--- src/rtl/uart_tx_scheduler.sv ---
// uart_tx_scheduler
//   Shares one uart_tx among NUM_REQ byte producers using round-robin arbitration.
//   One frame is in flight at a time. An optional idle gap follows each frame, and a
//   watchdog flags a transmitter that never reports done.
//
// Ports
//   i_Clock      system clock
//   i_Reset      synchronous, active-high reset
//   i_Req_DV     per-requester byte valid, held until acknowledged
//   i_Req_Byte   requester n byte at [8n+7:8n]
//   o_Req_Ack    one-cycle pulse for the requester whose byte was launched
//   o_Grant      one-hot owner of the current frame (LAUNCH/WAIT_DONE), else 0
//   o_Tx_DV      launch pulse to uart_tx i_Tx_DV
//   o_Tx_Byte    byte to uart_tx i_Tx_Byte, held until the next launch
//   i_Tx_Active  uart_tx o_Tx_Active
//   i_Tx_Done    uart_tx o_Tx_Done
//   o_Busy       high in every state except IDLE
//   o_Timeout    sticky watchdog flag, cleared only by reset
module uart_tx_scheduler #(
    parameter int NUM_REQ      = 4,
    parameter int GAP_CLKS     = 0,
    parameter int TIMEOUT_CLKS = 1000
) (
    input  logic                   i_Clock,
    input  logic                   i_Reset,
    input  logic [NUM_REQ-1:0]     i_Req_DV,
    input  logic [8*NUM_REQ-1:0]   i_Req_Byte,
    output logic [NUM_REQ-1:0]     o_Req_Ack,
    output logic [NUM_REQ-1:0]     o_Grant,
    output logic                   o_Tx_DV,
    output logic [7:0]             o_Tx_Byte,
    input  logic                   i_Tx_Active,
    input  logic                   i_Tx_Done,
    output logic                   o_Busy,
    output logic                   o_Timeout
);

    localparam int IDX_W = (NUM_REQ > 1) ? $clog2(NUM_REQ) : 1;
    localparam int WD_W  = (TIMEOUT_CLKS > 1) ? $clog2(TIMEOUT_CLKS) : 1;
    localparam int GAP_W = ($clog2(GAP_CLKS + 1) > 0) ? $clog2(GAP_CLKS + 1) : 1;

    // The watchdog fires when its incremented value would reach TIMEOUT_CLKS-1, so
    // the flag is visible exactly TIMEOUT_CLKS cycles after the launch cycle.
    localparam logic [WD_W-1:0]  WD_FIRE  = WD_W'(TIMEOUT_CLKS - 2);
    localparam logic [GAP_W-1:0] GAP_LAST = GAP_W'((GAP_CLKS > 0) ? GAP_CLKS - 1 : 0);
    localparam logic [IDX_W-1:0] IDX_LAST = IDX_W'(NUM_REQ - 1);

    typedef enum logic [1:0] {
        S_IDLE,
        S_LAUNCH,
        S_WAIT_DONE,
        S_GAP
    } state_t;

    state_t             state_q, state_d;
    logic [IDX_W-1:0]   ptr_q, ptr_d;
    logic [IDX_W-1:0]   sel_q, sel_d;
    logic [7:0]         byte_q, byte_d;
    logic [WD_W-1:0]    wd_q, wd_d;
    logic [GAP_W-1:0]   gap_q, gap_d;
    logic               timeout_q, timeout_d;

    logic [2*NUM_REQ-1:0] rot_all;
    logic [IDX_W-1:0]     arb_off;
    logic [IDX_W:0]       arb_sum;
    logic [IDX_W-1:0]     arb_idx;
    logic [7:0]           arb_byte;
    logic [NUM_REQ-1:0]   sel_onehot;

    // Rotate the request vector so bit 0 is the requester at the pointer; the first
    // set bit of the rotated vector is then the round-robin winner's offset.
    assign rot_all = {i_Req_DV, i_Req_DV} >> ptr_q;

    always_comb begin
        arb_off  = '0;
        arb_sum  = '0;
        arb_idx  = '0;
        arb_byte = '0;
        for (int j = NUM_REQ - 1; j >= 0; j--) begin
            if (rot_all[j]) begin
                arb_off = IDX_W'(j);
            end
        end
        arb_sum = {1'b0, ptr_q} + {1'b0, arb_off};
        if (arb_sum >= (IDX_W + 1)'(NUM_REQ)) begin
            arb_sum = arb_sum - (IDX_W + 1)'(NUM_REQ);
        end
        arb_idx = arb_sum[IDX_W-1:0];
        for (int j = 0; j < NUM_REQ; j++) begin
            if (arb_idx == IDX_W'(j)) begin
                arb_byte = i_Req_Byte[8*j +: 8];
            end
        end
    end

    assign sel_onehot = NUM_REQ'(1) << sel_q;

    always_ff @(posedge i_Clock) begin
        if (i_Reset) begin
            state_q   <= S_IDLE;
            ptr_q     <= '0;
            sel_q     <= '0;
            byte_q    <= '0;
            wd_q      <= '0;
            gap_q     <= '0;
            timeout_q <= 1'b0;
        end else begin
            state_q   <= state_d;
            ptr_q     <= ptr_d;
            sel_q     <= sel_d;
            byte_q    <= byte_d;
            wd_q      <= wd_d;
            gap_q     <= gap_d;
            timeout_q <= timeout_d;
        end
    end

    always_comb begin
        state_d   = state_q;
        ptr_d     = ptr_q;
        sel_d     = sel_q;
        byte_d    = byte_q;
        wd_d      = wd_q;
        gap_d     = gap_q;
        timeout_d = timeout_q;
        o_Req_Ack = '0;
        o_Grant   = '0;
        o_Tx_DV   = 1'b0;
        o_Busy    = 1'b0;

        case (state_q)
            S_IDLE: begin
                // Never launch over a frame still on the wire, e.g. after this block
                // alone was reset mid-frame.
                if (|i_Req_DV && !i_Tx_Active) begin
                    sel_d   = arb_idx;
                    byte_d  = arb_byte;
                    state_d = S_LAUNCH;
                end
            end
            S_LAUNCH: begin
                o_Tx_DV   = 1'b1;
                o_Req_Ack = sel_onehot;
                o_Grant   = sel_onehot;
                o_Busy    = 1'b1;
                ptr_d     = (sel_q == IDX_LAST) ? '0 : sel_q + 1'b1;
                wd_d      = '0;
                state_d   = S_WAIT_DONE;
            end
            S_WAIT_DONE: begin
                o_Grant = sel_onehot;
                o_Busy  = 1'b1;
                wd_d    = wd_q + 1'b1;
                // Done wins over a simultaneous watchdog expiry.
                if (i_Tx_Done || (wd_q == WD_FIRE)) begin
                    if (!i_Tx_Done) begin
                        timeout_d = 1'b1;
                    end
                    gap_d   = '0;
                    state_d = (GAP_CLKS == 0) ? S_IDLE : S_GAP;
                end
            end
            S_GAP: begin
                o_Busy = 1'b1;
                if (gap_q == GAP_LAST) begin
                    state_d = S_IDLE;
                end else begin
                    gap_d = gap_q + 1'b1;
                end
            end
            default: begin
                state_d = S_IDLE;
            end
        endcase
    end

    assign o_Tx_Byte = byte_q;
    assign o_Timeout = timeout_q;

endmodule
--- config.mk ---
export PLATFORM = sky130hd
export DESIGN_NAME = uart_tx_scheduler
export DESIGN_NICKNAME = d
export VERILOG_FILES = /design/src/rtl/uart_tx_scheduler.sv
export SDC_FILE = /design/constraint.sdc
export NUM_CORES = 1
export LEC_CHECK = 0
export BUFFER_PORTS_ARGS = -buffer_cell sky130_fd_sc_hd__buf_2
export CAP_MARGIN = 20
export CORE_MARGIN = 2
export CORE_UTILIZATION = 40
export DETAILED_ROUTE_END_ITERATION = 6
export PLACE_DENSITY = 0.71
export SYNTH_ARGS = -nofsm -noshare
export SYNTH_HDL_FRONTEND = slang
export SYNTH_SLANG_ARGS = --single-unit
--- constraint.sdc ---
create_clock -name i_Clock -period 4.3 [get_ports i_Clock]
set_clock_uncertainty 0.1 [all_clocks]
set_input_delay 0.43 -clock i_Clock [delete_from_list [all_inputs] [get_ports i_Clock]]
set_output_delay 0.43 -clock i_Clock [all_outputs]
set_load 0.02 [all_outputs]
==> metrics.txt <==
CTS resizes=0; global-route wire length before repair=between 6 and 7 mm; DR iter-0 viols=42; Reg clk slew, reported paths=roughly 0.09 ns; final wirelength=3.76 mm; CTS tree=built; worst setup path class=reg2reg; R2R cell count=7; Pwr Density=between 400 and 500 nW/um^2; Ports=59; TritonCTS Sinks=25; detailed placement HPWL=3.08 mm; final hold vios=0; worst hold start=o_Timeout; Routed wire per std cell=12.7 um; Syn. warnings=0; Pleak=0.000941 uW; Syn Area/Cell=about 9.7 um^2; Synth Register Bits=25; Rows=24; grt total ovfl=0; Tmin final=between 2 and 3 ns; 1st-pass router iterations=4; syn nets=246; post-route setup slack=1.39 ns; Setup crit end kind=flop; port buffer count=a little under 60; initial antenna violation count=0; worst reg2reg endpoint=o_Tx_Byte[4]; Final ANT Viol Nets=0; Place WS=1.29 ns; layout cells sized above 1=0.303; most frequent cells in the layout=buf_2 (58), nor2_1 (27), dfxtp_1 (25); final-report setup violation count=0; fmax=0.344 GHz; Initial Util=0.424; CTS buffer count=3; Area Growth Syn to Fin=17.3%; Startpoint Class=flop; ANT cells=0; RePlAce Congestion=around 0.73; Relative slew margins=0.465; final period utilization=0.676; total track usage=0.145; Die Footprint=~5300 um^2; largest net degree at the start of global routing=20; DR vias/cell=5.52; max cap viols=0; Slew Viols, Final=0; R2R Path Start=ptr_q[0]; RSZ-0062 raised after global routing=no; status=finished, final reports clean; Seq/Total Area, Yosys=0.265; Hold WS=0.378 ns; WHS Endpoint=o_Timeout; Clock Latency Late Sink=0.26 ns; Core ar.=4440 um^2; vias in the first global route=1431; worst hold stages=2; mapped cell area=around 1900 um^2; worst hold path type=reg2reg; maximum vdd ir drop=between 0.2 and 0.3 mV; fillers=409; most common cell after layout, fill and taps aside=buf_2; Worst EP arrival=2.92 ns; Die Span Y=72.7 um; DRC Markers=0; Cells after Synth=195; final net count=296; r2r setup slk=1.39 ns; number of H-tree levels=1; # hold bufs at CTS=0; Setup TNS=0 ns; Core Util, Final=0.498; critical path required time=4.32 ns; post-synthesis cell type count=36; root buf cell=clkbuf_8; die width=72.7 um; actual slew at the worst max-slew pin=0.803 ns; vias=1634; Critical Path Fanout Max=17; maximum root-to-sink buffer count=2; postcts setup bufs=0
layout make-up:
cell class | instances | area, um^2 | share of cell area
multi-input cells | 147 | 1270 | 0.575
clock inverters | 1 | 5.00 | 0.00226
inverters | 10 | 37.5 | 0.0170
repair buffers | 58 | 290 | 0.131
clock buffers | 3 | 41.3 | 0.0187
flip-flops and latches | 25 | 500 | 0.226
well taps | 52 | 65.1 | 0.0294
per-layer routing:
metal | wire, um | global-route usage
met3 | 213 | 0.0276
met2 | 1750 | 0.237
met1 | 1770 | 0.194
met4 | 26 | 0.0432
met5 | 0 | 0
report_power, final:
group | internal [uW] | total, uW | switching (uW)
sequential | 262 | 292 | 30.0
clock | 64.7 | 138 | 72.9
combinational | 254 | 511 | 257
worst max-delay path by stage:
stage / start / endpoint / slack [ns] / cells past startpoint
after floorplan: i_Req_DV[0] / o_Tx_Byte[0] / 1.74 / 10
after global placement: i_Req_DV[0] / o_Tx_Byte[5] / 1.35 / 8
after detailed placement: i_Req_DV[0] / o_Tx_Byte[4] / 1.29 / 8
after CTS: ptr_q[1] / o_Tx_Byte[4] / 1.37 / 6
after global routing: ptr_q[0] / o_Tx_Byte[3] / 1.21 / 7
final: ptr_q[0] / o_Tx_Byte[4] / 1.39 / 7
synth_stat cells, drive strengths merged:
cell | n | area, um^2
o32ai | 1 | 8.76
dfxtp | 25 | 500
a21o | 3 | 22.5
mux2i | 5 | 50.1
ha | 11 | 138
and3 | 1 | 6.26
a31oi | 1 | 6.26
nand2 | 5 | 18.8
nor2 | 27 | 101
buf | 10 | 63.8
nand3b | 1 | 7.51
o21ai | 12 | 60.1
nand4 | 3 | 18.8
nor3 | 2 | 10.0
inv | 10 | 37.5
o211ai | 2 | 15.0
nand3 | 12 | 60.1
o311a | 1 | 10.0
clkbuf | 3 | 11.3
a221oi | 1 | 8.76
or3 | 2 | 12.5
nand2b | 3 | 18.8
o2111ai | 2 | 17.5
a311oi | 9 | 78.8
nor4 | 2 | 12.5
xnor2 | 2 | 25.0
mux4 | 16 | 390
xor2 | 6 | 71.3
and2 | 9 | 56.3
a21oi | 8 | 47.6
critical path, stage by stage (launching register included):
cell	delay, ns
dfxtp_1	0.51
nor2_1	0.08
a221oi_1	0.28
o21ai_0	0.11
ha_1	0.82
mux4_1	0.65
nand3_1	0.10
a311oi_1	0.09
logic make-up (layout without fill, tap and decap cells):
logic type / Yosys count / after routing / synth area share
AO/OA/AOI/OAI: 40 / 40 / 0.146
XOR/XNOR: 8 / 8 / 0.0511
adder cells (fa/ha/maj): 11 / 11 / 0.0730
buffers and inverters: 23 / 72 / 0.0597
flip-flops: 25 / 25 / 0.265
multiplexers: 21 / 21 / 0.234
AND/OR/NAND/NOR: 67 / 67 / 0.171
metrics by stage:
stage,area (um^2),power [uW],std cells
after CTS,2210,953,296
final,2210,941,296
after floorplan,1890,724,195
after global routing,2210,1010,296
after global placement,2170,807,292
after detailed placement,2170,814,292
sequential cells by signal, summed over array words and instances (netlist names):
register / flops
sel_q: 2
wd_q: 10
state_q: 2
o_Tx_Byte: 8
ptr_q: 2
o_Timeout: 1
Note: power is estimated with default switching activity, not from simulation.
